[config.mk]
export PLATFORM = sky130hd
export DESIGN_NAME = mdc_fft_ctrl
export DESIGN_NICKNAME = d
export VERILOG_FILES = /design/src/rtl/mdc_fft_ctrl.sv
export SDC_FILE = /design/constraint.sdc
export NUM_CORES = 1
export LEC_CHECK = 0
export ABC_AREA = 1
export BUFFER_PORTS_ARGS = -buffer_cell sky130_fd_sc_hd__buf_2
export CORE_MARGIN = 2
export CORE_UTILIZATION = 56
export DETAILED_ROUTE_END_ITERATION = 10
export MAX_ROUTING_LAYER = met4
export PLACE_DENSITY = 0.83
export SETUP_SLACK_MARGIN = 0.5
export SYNTH_ARGS = -nofsm -noshare
export SYNTH_HDL_FRONTEND = slang
export SYNTH_SLANG_ARGS = --single-unit
export TNS_END_PERCENT = 100
[constraint.sdc]
create_clock -name clk -period 3.7 [get_ports clk]
set_input_delay 0.74 -clock clk [delete_from_list [all_inputs] [get_ports clk]]
set_output_delay 0.74 -clock clk [all_outputs]
set_load 0.005 [all_outputs]
[src/rtl/mdc_fft_ctrl.sv]
// Sequencing controller for a radix-2 multi-path delay commutator FFT pipeline.
// Defining MDC_FFT_CTRL_OUTREG_EN adds one extra register stage on every output.
module mdc_fft_ctrl #(
    parameter int LOG2N = 5
) (
    input  logic                       clk,
    input  logic                       rst_n,
    input  logic                       clr,
    input  logic                       in_valid,
    output logic [LOG2N-1:0]           stage_en,
    output logic [LOG2N-1:0]           com_sel,
    output logic [LOG2N*(LOG2N-1)-1:0] tw_addr,
    output logic                       out_valid,
    output logic                       frame_done
);

    localparam int          N    = 1 << LOG2N;
    localparam int          W    = LOG2N - 1;
    localparam int          TW   = LOG2N * W;
    localparam int unsigned NU   = N;
    localparam logic [LOG2N-1:0] LAST = LOG2N'(N - 1);

    // Start offset of stage s: N - 2*D_s, with D_s = 2^(LOG2N-1-s).
    function automatic int unsigned stage_off(input int unsigned s);
        return NU - (32'd1 << (LOG2N - s));
    endfunction

    logic [LOG2N-1:0] a_cnt, a_nxt;
    logic [LOG2N-1:0] f_cnt, f_nxt;
    logic [LOG2N-1:0] en_r, en_nxt;
    logic [LOG2N-1:0] com_r, com_nxt;
    logic [TW-1:0]    tw_r, tw_nxt;
    logic             ov_r, ov_nxt;
    logic             fd_r, fd_nxt;

    // Every O_s is a multiple of 2*D_s and 2*D_s divides N, so the stage phase
    // (a - O_s) mod 2*D_s reduces to the low LOG2N-s bits of the frame position.
    always_comb begin
        a_nxt   = a_cnt;
        f_nxt   = f_cnt;
        en_nxt  = en_r;
        com_nxt = com_r;
        tw_nxt  = tw_r;
        ov_nxt  = 1'b0;
        fd_nxt  = 1'b0;
        if (in_valid) begin
            a_nxt  = (a_cnt == LAST) ? a_cnt : a_cnt + 1'b1;
            f_nxt  = f_cnt + 1'b1;
            ov_nxt = (a_cnt == LAST);
            fd_nxt = (f_cnt == LAST);
            for (int unsigned s = 0; s < LOG2N; s++) begin
                en_nxt[s]        = en_r[s] | (32'(a_cnt) >= stage_off(s));
                com_nxt[s]       = en_nxt[s] & f_cnt[W - s];
                tw_nxt[s*W +: W] = en_nxt[s] ? W'(f_cnt[W-1:0] << s) : '0;
            end
        end
    end

    always_ff @(posedge clk or negedge rst_n) begin
        if (!rst_n) begin
            a_cnt <= '0;
            f_cnt <= '0;
            en_r  <= '0;
            com_r <= '0;
            tw_r  <= '0;
            ov_r  <= 1'b0;
            fd_r  <= 1'b0;
        end else if (clr) begin
            a_cnt <= '0;
            f_cnt <= '0;
            en_r  <= '0;
            com_r <= '0;
            tw_r  <= '0;
            ov_r  <= 1'b0;
            fd_r  <= 1'b0;
        end else begin
            a_cnt <= a_nxt;
            f_cnt <= f_nxt;
            en_r  <= en_nxt;
            com_r <= com_nxt;
            tw_r  <= tw_nxt;
            ov_r  <= ov_nxt;
            fd_r  <= fd_nxt;
        end
    end

`ifdef MDC_FFT_CTRL_OUTREG_EN
    always_ff @(posedge clk or negedge rst_n) begin
        if (!rst_n) begin
            stage_en   <= '0;
            com_sel    <= '0;
            tw_addr    <= '0;
            out_valid  <= 1'b0;
            frame_done <= 1'b0;
        end else if (clr) begin
            stage_en   <= '0;
            com_sel    <= '0;
            tw_addr    <= '0;
            out_valid  <= 1'b0;
            frame_done <= 1'b0;
        end else begin
            stage_en   <= en_r;
            com_sel    <= com_r;
            tw_addr    <= tw_r;
            out_valid  <= ov_r;
            frame_done <= fd_r;
        end
    end
`else
    assign stage_en   = en_r;
    assign com_sel    = com_r;
    assign tw_addr    = tw_r;
    assign out_valid  = ov_r;
    assign frame_done = fd_r;
`endif

endmodule

### Yosys cells after proc, flatten, opt, wreduce, memory -nomap -nowiden

Cells that the tools add are included.

* output and inout bits: 32
* flip-flop bits (word level): 42
* logic and storage cells: 44

* bitwise operators: 8
* order comparisons: 4
* $add $sub $neg: 2
* muxes and demuxes: 18
* equality and inequality tests: 3
* reductions and logical operators: 2

Operators with widths (number)
* $mux W5: 9
* $mux W20: 2
* $ge A5 B5 Y1 const B: 4
* $mux W4: 3
* $add A5 B1 Y5 const B: 2
* $eq A5 B5 Y1 const B: 2
* $and A1 B1 Y1: 4
* $mux W1: 4
* $or A1 B1 Y1: 4
* $ne A2 B2 Y1 const B: 1
* $reduce_and A2 Y1: 1
* $reduce_bool A2 Y1: 1

### Logic depth before layout (Yosys ltp)

* word-level depth: 5
* gate-level depth with buffers: 7
* mapped depth without buffers: 7

### Worst setup path before layout

Ideal clock, no wire load.

* path type: register to register
* start: register a_cnt[0]
* end: register a_cnt[3]
* stages on the path, launching flop included: 8
* path slack: 2.279 ns
* buffers on the path: 0
* arrival: 1.302 ns
* data required time: 3.581 ns
* setup time: 0.119 ns
* cells stage by stage: dfrtp_1 -> ha_1 -> and3_1 -> ha_1 -> o21bai_4 -> nand3_1 -> nand2_1 -> nor2_1

* cells in the longest elaborated chain, start to end: 4
* elaborated cells between the ends (all ways): 7
* classes of those cells: add/sub (1); eq/ne (2); mux (3); reduce/logical (1)

RTL lines
* start, declared: line 28 `logic [LOG2N-1:0] a_cnt, a_nxt;`
* start signal, assigned: line 77 `a_cnt <= a_nxt;`
* $add A5 B1 Y5: line 47 `a_nxt = (a_cnt == LAST) ? a_cnt : a_cnt + 1'b1;`
* $mux W5: line 47
* $mux W5: line 46 `if (in_valid) begin`
* $mux W5: line 68 `end else if (clr) begin`

Several ways; a longest one is shown, not always the timed one. The select of a mux whose other input is x is not followed.
A chain may end at the register's enable or synchronous reset.

### Worst setup path after layout

* start: register en_r[1] (netlist: stage_en[1])
* end: output stage_en[1]

RTL lines
* start, declared: line 30 `logic [LOG2N-1:0] en_r, en_nxt;`
* start signal, assigned: line 79 `en_r <= en_nxt;`
* end, declared: line 10 `output logic [LOG2N-1:0] stage_en,`

No word-level cell between the ends.

==> impl_metrics.xml <==
<?xml version="1.0" encoding="UTF-8"?>
<metrics>
  <group name="floorplanning">
    <metric name="standard_cell_row_count" unit="">18</metric>
    <metric name="start_util" unit="%">59.1</metric>
    <metric name="core_area" unit="µm²">2480</metric>
    <metric name="die_w" unit="µm">55.1</metric>
    <metric name="die_footprint" unit="µm²">3040</metric>
    <metric name="ioPinCount" unit="">36</metric>
    <metric name="die_height" unit="µm">55.1</metric>
  </group>
  <group name="setup_path">
    <metric name="critPathCaptureType" unit="">primary output</metric>
    <metric name="cp-startpoint" unit="">stage_en[1]</metric>
    <metric name="worst_ep_arrival_time" unit="ns">0.87</metric>
    <metric name="critical_path_cell_count" unit="">1</metric>
    <metric name="crit_path_end" unit="">stage_en[1]</metric>
    <metric name="worst_path_dominant_cell_family" unit="">flip-flops</metric>
    <metric name="critPathKind" unit="">reg2out</metric>
    <metric name="r2r_end" unit="">a_cnt[3]</metric>
    <metric name="slowest_stage" unit="">sky130_fd_sc_hd__dfrtp_1</metric>
    <metric name="worstPathMaxFanout" unit="">3</metric>
    <metric name="r2r_cells" unit="">7</metric>
    <metric name="cp_data_required_time" unit="ns">2.96</metric>
    <metric name="worstReg2RegStart" unit="">a_cnt[1]</metric>
    <metric name="crit_path_max_incr_delay" unit="ns">0.41</metric>
    <metric name="crit_path_cell_trace" unit="">buf_2</metric>
    <metric name="path_buf_inv" unit="">1</metric>
    <metric name="register_to_register_path_setup_slack" unit="ns">2.15</metric>
    <metric name="worst_setup_path_start_kind" unit="">register</metric>
  </group>
  <group name="clock_network">
    <metric name="post-cts-setup-buffer-count" unit="">0</metric>
    <metric name="clk_latency" unit="ns">0.32</metric>
    <metric name="clkSinkCount" unit="">32</metric>
    <metric name="cts_buffers" unit="">5</metric>
    <metric name="postCtsResizedCells" unit="">0</metric>
    <metric name="cts.hold.buffers_added" unit="">0</metric>
    <metric name="cts_tree" unit="">built</metric>
    <metric name="htree_levels" unit="">2</metric>
    <metric name="max-clock-path-buffers" unit="">2</metric>
    <metric name="clkTransAtPathRegs" unit="ns">0.09</metric>
    <metric name="cts_root_buf" unit="">sky130_fd_sc_hd__clkbuf_4</metric>
  </group>
  <group name="sta">
    <metric name="final.min_clock_period" unit="ns">1.61</metric>
    <metric name="timing.final.ws_setup" unit="ns">2.09</metric>
    <metric name="rsz0062_at_grt" unit="">false</metric>
    <metric name="slew_headroom" unit="%">53.3</metric>
    <metric name="fmax" unit="GHz">0.621</metric>
    <metric name="clock-skew-final" unit="ns">0.00715</metric>
    <metric name="post-route-period-util" unit="%">43.6</metric>
    <metric name="final-hold-violation-count" unit="">0</metric>
    <metric name="timing_worst_slew_pin_value" unit="ns">0.701</metric>
    <metric name="count_of_final_setup_violators" unit="">0</metric>
    <metric name="timing.setup.tns" unit="ns">0</metric>
    <metric name="finalMaxSlewViolations" unit="">0</metric>
    <metric name="fin_hold_ws" unit="ns">0.455</metric>
  </group>
  <group name="routing">
    <metric name="routed_wl" unit="µm">2710</metric>
    <metric name="post_drt_wl_per_cell" unit="µm">12.7</metric>
    <metric name="drt_iter0_markers" unit="">30</metric>
    <metric name="drt.antenna.violating_nets" unit="">0</metric>
    <metric name="drc" unit="">0</metric>
    <metric name="total_via_count_in_the_routed_design" unit="">1092</metric>
    <metric name="drtPass1Iterations" unit="">4</metric>
    <metric name="via_density" unit="">5.13</metric>
  </group>
  <group name="synth">
    <metric name="post-synth-top-area-fraction" unit="%">54.7</metric>
    <metric name="post-synth-top-area-cell" unit="">sky130_fd_sc_hd__dfrtp_1</metric>
    <metric name="yosys-top-cells-area" unit="">sky130_fd_sc_hd__dfrtp_1 55%, sky130_fd_sc_hd__nand2_1 9.7%, sky130_fd_sc_hd__buf_4 5.1%</metric>
    <metric name="synth.lib_cells_used.distinct" unit="">27</metric>
    <metric name="postSynthRegisterBits" unit="">32</metric>
    <metric name="post_synth.cell_area_avg" unit="µm²">9.38</metric>
    <metric name="synthesis.instances" unit="">156</metric>
    <metric name="synth_sequential_area_ratio" unit="%">54.7</metric>
    <metric name="combined_area_of_all_synthesized_cells" unit="µm²">1460</metric>
    <metric name="yosysWarningCount" unit="">0</metric>
  </group>
  <group name="cells_and_area">
    <metric name="most_common_library_cell_in_the_layout_ignoring_fill_and_taps" unit="">sky130_fd_sc_hd__nand2_1</metric>
    <metric name="finish.cell_count_without_fillers" unit="">213</metric>
    <metric name="multi_input_comb_area" unit="µm²">538</metric>
    <metric name="syn_to_final_growth" unit="%">9.32</metric>
    <metric name="fillCellCount" unit="">220</metric>
    <metric name="final_cell_mix" unit="">38 x sky130_fd_sc_hd__nand2_1, 32 x sky130_fd_sc_hd__dfrtp_1, 25 x sky130_fd_sc_hd__buf_2, 14 x sky130_fd_sc_hd__nor2_1, 14 x sky130_fd_sc_hd__o21ai_0</metric>
    <metric name="drive_above_1_share" unit="%">20.8</metric>
    <metric name="nets" unit="">194</metric>
    <metric name="antenna_cells" unit="">0</metric>
    <metric name="layout.area.seq" unit="µm²">801</metric>
  </group>
  <group name="hold_path">
    <metric name="holdCritPathClass" unit="">in2async</metric>
  </group>
  <group name="run_status">
    <metric name="outcome" unit="">finished, final reports clean</metric>
  </group>
  <group name="pwr">
    <metric name="ir_worst_vdd" unit="mV">0.285</metric>
    <metric name="powerDensity" unit="nW/µm²">380</metric>
    <metric name="cellLeakagePower" unit="nW">0.888</metric>
  </group>
  <group name="placed_design">
    <metric name="buffer_ports.inserted" unit="">25</metric>
    <metric name="placed_cells_incl_taps" unit="">208</metric>
    <metric name="pre_cts_slack" unit="ns">2.07</metric>
    <metric name="place_congestion" unit="">0.764</metric>
    <metric name="place.detailed.hpwl" unit="µm">1950</metric>
  </group>
  <group name="global_route">
    <metric name="grt.total_usage" unit="%">21.3</metric>
    <metric name="global_route.overflow_total" unit="">0</metric>
    <metric name="antenna_found_initial" unit="">0</metric>
    <metric name="grt_max_degree" unit="">33</metric>
    <metric name="grt_pass1_wl" unit="µm">4240</metric>
    <metric name="grt_pass1_vias" unit="">956</metric>
  </group>
  <group name="flow_run">
    <metric name="number_of_maximum_capacitance_constraint_violations" unit="">0</metric>
  </group>
</metrics>
## where the power goes
part	leakage [nW]	switching [W]	internal, W
registers	0.441	0.0000161	0.000364
logic	0.424	0.0000402	0.0000211
clock network	0.0230	0.000103	0.0000634
total	0.888	0.000159	0.000448
## per-layer routing
metal,global-route usage [%],wire [µm],up-vias
met5,-,0,-
met4,8.54,38,0
met3,7.26,171,4
met2,33.7,1280,38
met1,24.9,1220,521
li1,-,-,529
## registers in the layout (all words and copies together) (netlist names)
signal      count
com_sel         5
stage_en        5
a_cnt           5
out_valid       1
f_cnt           5
tw_addr        10
frame_done      1
## cell type report
cell class                 count  share of cell area [%]
multi-input combinational    106                    33.6
inverter                      15                    3.83
sequential                    32                    50.0
timing repair buffer          25                    7.82
tap                           30                    2.35
clock buffer                   5                    2.35
## stage by stage
stage               power [W]  util, %  area, µm²
detailed placement   0.000448     63.1       1560
global route         0.000640     64.6       1600
CTS                  0.000614     64.6       1600
finish               0.000608     64.6       1600
global placement     0.000444     63.1       1560
floorplan            0.000433        -       1500
## cell families after synthesis
group | share of synthesized area [%]
AO/OA/AOI/OAI | 10.7
XOR/XNOR | 0.598
adder cells (fa/ha/maj) | 4.27
buffers and inverters | 10.9
flip-flops | 54.7
other | 0.256
AND/OR/NAND/NOR | 18.6
## cells in the mapped netlist, drive strengths merged
master  number
o21ai       17
conb         1
a22o         1
inv         15
ha           5
and3         1
or2          1
nand2       40
a31oi        1
a21oi        3
a21boi       1
nand4        1
dfrtp       32
o31ai        1
o21bai       2
nor2        15
buf         12
xnor2        1
nand3        6
## worst min-delay path by stage
stage,start,end,slack (ns),cells after the start
after floorplan,rst_n,a_cnt[0],0.44,0
after global placement,tw_addr[0],tw_addr[0],0.45,2
after detailed placement,tw_addr[0],tw_addr[0],0.46,2
after CTS,rst_n,com_sel[1],0.46,1
after global routing,rst_n,com_sel[2],0.51,1
final,rst_n,com_sel[1],0.46,1
Power figures use the tool's default switching activity.
